<file path="src/rtl/vga_fb_arbiter.sv">
// Frame buffer port arbiter: VGA reads always win, queued PPU writes
// drain in free cycles. Ports: clock/reset, read req/resp, write
// valid/ready, registered RAM port, FIFO level, drop and starve flags.
module vga_fb_arbiter #(
  parameter int unsigned ADDR_W       = 16,
  parameter int unsigned DATA_W       = 6,
  parameter int unsigned FIFO_DEPTH   = 4,
  parameter int unsigned FB_WORDS     = 61440,
  parameter int unsigned STARVE_LIMIT = 8
) (
  input  logic                              vga_clock,
  input  logic                              rst_n,
  input  logic                              rd_req,
  input  logic [ADDR_W-1:0]                 rd_addr,
  output logic [DATA_W-1:0]                 rd_data,
  output logic                              rd_valid,
  input  logic                              wr_valid,
  output logic                              wr_ready,
  input  logic [ADDR_W-1:0]                 wr_addr,
  input  logic [DATA_W-1:0]                 wr_data,
  output logic [ADDR_W-1:0]                 ram_addr,
  output logic [DATA_W-1:0]                 ram_wdata,
  output logic                              ram_we,
  input  logic [DATA_W-1:0]                 ram_q,
  output logic [$clog2(FIFO_DEPTH+1)-1:0]   fifo_level,
  output logic                              wr_drop,
  output logic                              starve,
  input  logic                              clear_starve
);

  localparam int LVL_W = $clog2(FIFO_DEPTH + 1);
  localparam int PTR_W = $clog2(FIFO_DEPTH);
  localparam int CNT_W = $clog2(STARVE_LIMIT + 1);

  localparam logic [LVL_W-1:0]  FULL   = LVL_W'(FIFO_DEPTH);
  localparam logic [CNT_W-1:0]  LIM    = CNT_W'(STARVE_LIMIT);
  localparam logic [ADDR_W:0]   FB_END = (ADDR_W + 1)'(FB_WORDS);

  typedef enum logic [1:0] {
    S_IDLE,
    S_READ,
    S_WRITE
  } state_e;

  state_e state_q, state_d;

  // Write FIFO storage and bookkeeping
  logic [ADDR_W-1:0] fifo_addr_q [FIFO_DEPTH];
  logic [DATA_W-1:0] fifo_data_q [FIFO_DEPTH];
  logic [PTR_W-1:0]  wptr_q, wptr_d;
  logic [PTR_W-1:0]  rptr_q, rptr_d;
  logic [LVL_W-1:0]  level_q, level_d;

  logic              push;
  logic              pop;
  logic              fifo_empty;
  logic [ADDR_W-1:0] head_addr;
  logic [DATA_W-1:0] head_data;
  logic              head_oor;
  logic              rd_oor;

  // RAM port registers
  logic [ADDR_W-1:0] ram_addr_q, ram_addr_d;
  logic [DATA_W-1:0] ram_wdata_q, ram_wdata_d;
  logic              ram_we_q, ram_we_d;
  logic              wr_drop_q, wr_drop_d;

  // Read return pipeline: stage 1 is the READ grant, stage 2 waits
  // for the RAM, then the result is captured.
  logic              oor1_q;
  logic              rd2_q, oor2_q;
  logic [DATA_W-1:0] rd_data_q, rd_data_d;
  logic              rd_valid_q;

  // Starvation tracking
  logic [CNT_W-1:0]  cnt_q, cnt_d;
  logic              starve_q, starve_d;

  assign fifo_empty = (level_q == '0);
  assign wr_ready   = (level_q != FULL);
  assign push       = wr_valid && wr_ready;
  assign head_addr  = fifo_addr_q[rptr_q];
  assign head_data  = fifo_data_q[rptr_q];
  assign head_oor   = ({1'b0, head_addr} >= FB_END);
  assign rd_oor     = ({1'b0, rd_addr} >= FB_END);

  // Grant: reads first, then FIFO head, else idle
  always_comb begin
    state_d     = S_IDLE;
    pop         = 1'b0;
    ram_addr_d  = ram_addr_q;
    ram_wdata_d = ram_wdata_q;
    ram_we_d    = 1'b0;
    wr_drop_d   = 1'b0;
    if (rd_req) begin
      state_d    = S_READ;
      ram_addr_d = rd_addr;
    end else if (!fifo_empty) begin
      state_d     = S_WRITE;
      pop         = 1'b1;
      ram_addr_d  = head_addr;
      ram_wdata_d = head_data;
      ram_we_d    = !head_oor;
      wr_drop_d   = head_oor;
    end
  end

  always_comb begin
    wptr_d  = wptr_q;
    rptr_d  = rptr_q;
    level_d = level_q + LVL_W'(push) - LVL_W'(pop);
    if (push) begin
      wptr_d = wptr_q + PTR_W'(1);
    end
    if (pop) begin
      rptr_d = rptr_q + PTR_W'(1);
    end
  end

  always_comb begin
    cnt_d = cnt_q;
    if (pop || fifo_empty) begin
      cnt_d = '0;
    end else if (rd_req && (cnt_q != LIM)) begin
      cnt_d = cnt_q + CNT_W'(1);
    end
    // Set only on the edge the limit is reached, so it beats a
    // coincident clear but a later clear sticks.
    starve_d = starve_q;
    if ((cnt_q != LIM) && (cnt_d == LIM)) begin
      starve_d = 1'b1;
    end else if (clear_starve) begin
      starve_d = 1'b0;
    end
  end

  always_comb begin
    rd_data_d = rd_data_q;
    if (rd2_q) begin
      rd_data_d = oor2_q ? '0 : ram_q;
    end
  end

  always_ff @(posedge vga_clock or negedge rst_n) begin
    if (!rst_n) begin
      state_q     <= S_IDLE;
      wptr_q      <= '0;
      rptr_q      <= '0;
      level_q     <= '0;
      ram_addr_q  <= '0;
      ram_wdata_q <= '0;
      ram_we_q    <= 1'b0;
      wr_drop_q   <= 1'b0;
      oor1_q      <= 1'b0;
      rd2_q       <= 1'b0;
      oor2_q      <= 1'b0;
      rd_data_q   <= '0;
      rd_valid_q  <= 1'b0;
      cnt_q       <= '0;
      starve_q    <= 1'b0;
    end else begin
      state_q     <= state_d;
      wptr_q      <= wptr_d;
      rptr_q      <= rptr_d;
      level_q     <= level_d;
      ram_addr_q  <= ram_addr_d;
      ram_wdata_q <= ram_wdata_d;
      ram_we_q    <= ram_we_d;
      wr_drop_q   <= wr_drop_d;
      oor1_q      <= rd_req && rd_oor;
      rd2_q       <= (state_q == S_READ);
      oor2_q      <= oor1_q;
      rd_data_q   <= rd_data_d;
      rd_valid_q  <= rd2_q;
      cnt_q       <= cnt_d;
      starve_q    <= starve_d;
    end
  end

  // Storage needs no reset; the pointers define what is valid.
  always_ff @(posedge vga_clock) begin
    if (push) begin
      fifo_addr_q[wptr_q] <= wr_addr;
      fifo_data_q[wptr_q] <= wr_data;
    end
  end

  assign rd_data    = rd_data_q;
  assign rd_valid   = rd_valid_q;
  assign ram_addr   = ram_addr_q;
  assign ram_wdata  = ram_wdata_q;
  assign ram_we     = ram_we_q;
  assign fifo_level = level_q;
  assign wr_drop    = wr_drop_q;
  assign starve     = starve_q;

endmodule
</file>
<file path="config.mk">
export PLATFORM = sky130hd
export DESIGN_NAME = vga_fb_arbiter
export DESIGN_NICKNAME = d
export VERILOG_FILES = /design/src/rtl/vga_fb_arbiter.sv
export SDC_FILE = /design/constraint.sdc
export NUM_CORES = 1
export LEC_CHECK = 0
export ABC_AREA = 0
export CAP_MARGIN = 20
export CORE_MARGIN = 2
export CORE_UTILIZATION = 57
export CTS_CLUSTER_SIZE = 20
export DETAILED_ROUTE_END_ITERATION = 6
export PLACE_DENSITY = 0.84
export SYNTH_ARGS = -nofsm -noshare
export SYNTH_HDL_FRONTEND = slang
export SYNTH_SLANG_ARGS = --single-unit
</file>
<file path="constraint.sdc">
create_clock -name vga_clock -period 6.2 [get_ports vga_clock]
set_input_delay 1.24 -clock vga_clock [delete_from_list [all_inputs] [get_ports vga_clock]]
set_output_delay 1.24 -clock vga_clock [all_outputs]
set_load 0.01 [all_outputs]
</file>
==> metrics.md <==
| Metric | Value |
|---|---|
| Pwr Total | 3.207 mW |
| Crit share post-route | 0.5074 |
| DR WL/cell | between 15 and 20 um |
| Yosys top cell by area | edfxtp_1 |
| Clk slew on worst S/H paths | ~0.060 ns |
| Ys async rst share | 0.3529 |
| First-pass GRT wire length | approximately 16,000 um |
| WS Path Type | reg2out |
| Overall global routing resource usage | 0.2195 |
| Post-synthesis cell type count | 36 |
| Post CTS Setup Buffer Count | 0 |
| Initial antenna violation count | 0 |
| Avg Vias per Cell | roughly 5.6 |
| Final WL | 10,300 um |
| Slew @ Worst Pin | ~1.1 ns |
| Worst Path Max Fanout | 6 |
| Placed cells | 500 |
| Iteration-0 DRC Markers | approximately 160 |
| Largest net degree at the start of global routing | 49 |
| Starting Density | 0.5822 |
| # Max-Cap Violations | 0 |
| Post-CTS Resized | 0 |
| Clock network latency to the later pin of the worst-skew pair | between 0.5 and 0.6 ns |
| Syn_nets | around 370 |
| Finished Core Util | 0.7454 |
| Nets | roughly 470 |
| Post-synthesis sequential area ratio | 0.7179 |
| Reg-to-reg endpoint | fifo_level[2] |
| Max Clock Skew | between 0.01 and 0.015 ns |
| Num ports | 85 |
| Post-synth top flop | edfxtp_1 |
| EDFF count, synth | 88 |
| Number of global-route vias before repair | slightly above 3,000 |
| CP required | approximately 5 ns |
| CTS buffer count | 17 |
| Final hold violations | 0 |
| Fmax | 0.3179 GHz |
| Remaining antenna violation count after routing | 0 |
| Ant diodes | 0 |
| Crit start category | flip-flop |
| Syn. warnings | 0 |
| Vias | roughly 3,000 |
| DRC viols | 0 |
| Filler cells | 542 |
| VDD IR max | approximately 0.26 mV |
| Pre-Repair DR Iteration Count | 4 |
| Post-DP HPWL | ~6300 um |
| Power per cell area | around 470 mW/mm^2 |
| HP Start | oor1_q |
| Global route overflow | 0 |
| GP Congestion | around 0.7 |
| Min Clock Period, post-route | 3.146 ns |
| Hold Buf Count CTS | 0 |
| Commonest cells in the netlist | edfxtp_1, dfrtp_1, a21oi_1 |
| Setup slack, reg-to-reg | about 3.4 ns |
| Min-Delay Path Class | reg2reg |
| Post-Syn Area per Cell | between 15 and 20 um^2 |
| Total clock sinks | roughly 140 |
| LEAKAGE | roughly 2.6 nW |
| Synth Cell Area | 0.005354 mm^2 |
| Synth Instances | between 300 and 400 |
| Share of post-route cells with drive strength above 1 | 0.1706 |
| Most frequent cell after synthesis | edfxtp_1 |
| Synth top area share | 0.4936 |
| Outcome | finished, final reports clean |
| Post-route insts no fill | ~530 |
| Most area-consuming cells after synthesis | edfxtp_1, dfrtp_1, mux4_2 |
| RSZ-0062 raised after global routing | no |
| Worst hold path depth | 0 |
| Reg2reg start | fifo_level[1] |
| Row Count | 35 |
| FF+latch count, synth | 136 |
| R2r worst-path depth | 8 |
| Layout area overhead | 28.04% |
| Deepest clock path buffer count | 2 |
| CP endpoint kind | primary output |
| Core area | a little over 0.009 mm^2 |
| Root buffer cell | clkbuf_8 |
| CTS tree | done |
| Port Buf Inserts | 84 |
| Die height | between 100 and 150 um |
| Setup TNS Final | 0 ns |
| Worst Hold Path EP | oor2_q |
| Worst slew margin | 0.2932 |
| WP data arrival | 1.91 ns |
| Die area | approximately 0.010 mm^2 |
| Setup-failing EPs final | 0 |
| Chip Width | a little over 100 um |
| Final max-slew violation count | 0 |
| CTS H-tree depth | 4 |
-- placed cells by master, fill, tap and decap left out, types with 8 or more instances in the layout --
cell type,Yosys,final
clkbuf_16,0,16
ha_1,8,8
inv_1,14,14
a21oi_1,33,33
edfxtp_1,88,88
dfrtp_1,48,48
clkdlybuf4s50_1,0,83
nor2b_1,17,17
mux4_2,21,21
nand2_1,19,19
-- flip-flops by register name, summed over array words and instances, names as in the netlist, 2 cells and up --
register / cells
fifo_level: 3
ram_wdata: 6
cnt_q: 4
rd_data: 6
rptr_q: 2
fifo_addr_q: 64
fifo_data_q: 24
wptr_q: 2
ram_addr: 16
state_q: 2
-- worst max-delay path by stage --
stage,startpoint,endpoint,cells after the start
after CTS,fifo_level[2],wr_ready,2
final,fifo_level[2],wr_ready,2
after global placement,rd_req,fifo_level[2],9
after global routing,fifo_level[2],wr_ready,2
after detailed placement,rd_req,fifo_level[2],9
after floorplan,rd_req,fifo_level[2],8
-- through the flow --
| step | hold WS [ns] | worst slack, ns | cell area (um^2) |
|---|---|---|---|
| detailed placement | 0.3347 | 2.612 | 6256 |
| CTS | 0.3478 | 3.033 | 6835 |
| global route | 0.3722 | 2.970 | 6855 |
| floorplan | 0.3312 | 3.417 | 5354 |
| global placement | 0.3334 | 2.650 | 6256 |
| finish | 0.3472 | 3.054 | 6855 |
-- layer usage --
layer	track usage	share of wire
met3	0.05964	0.058
met2	0.3749	0.53
met1	0.2739	0.40
met4	0.07380	0.010
met5	0	0
-- logic make-up after synthesis --
family	share of synthesized area
AO/OA/AOI/OAI	0.03950
AND/OR/NAND/NOR	0.07035
multiplexers	0.1105
flip-flops	0.7179
adder cells (fa/ha/maj)	0.02244
buffers and inverters	0.02617
XOR/XNOR	0.01309
-- area by class of cell --
cell class | count | area [um^2] | area share
Inverter | 14 | 52.55 | 0.007666
Clock buffer | 17 | 414.1 | 0.06041
Multi-Input combinational cell | 153 | 1370 | 0.1999
Timing Repair Buffer | 87 | 870.8 | 0.1270
Clock inverter | 15 | 165.2 | 0.02409
Tap cell | 111 | 138.9 | 0.02026
Sequential cell | 136 | 3844 | 0.5607
-- report_power, final --
group / leakage (nW) / switching, mW / internal [mW]
combinational: 0.921 / 0.400 / 0.470
clock: 0.279 / 0.396 / 0.581
sequential: 1.38 / 0.154 / 1.21
-- worst max-delay path, cell delays in order, from the launching register on --
cell and delay, ns:
dfrtp_1 0.46, or3b_4 0.45, clkdlybuf4s50_1 0.49
(Power assumes the default switching activity.)
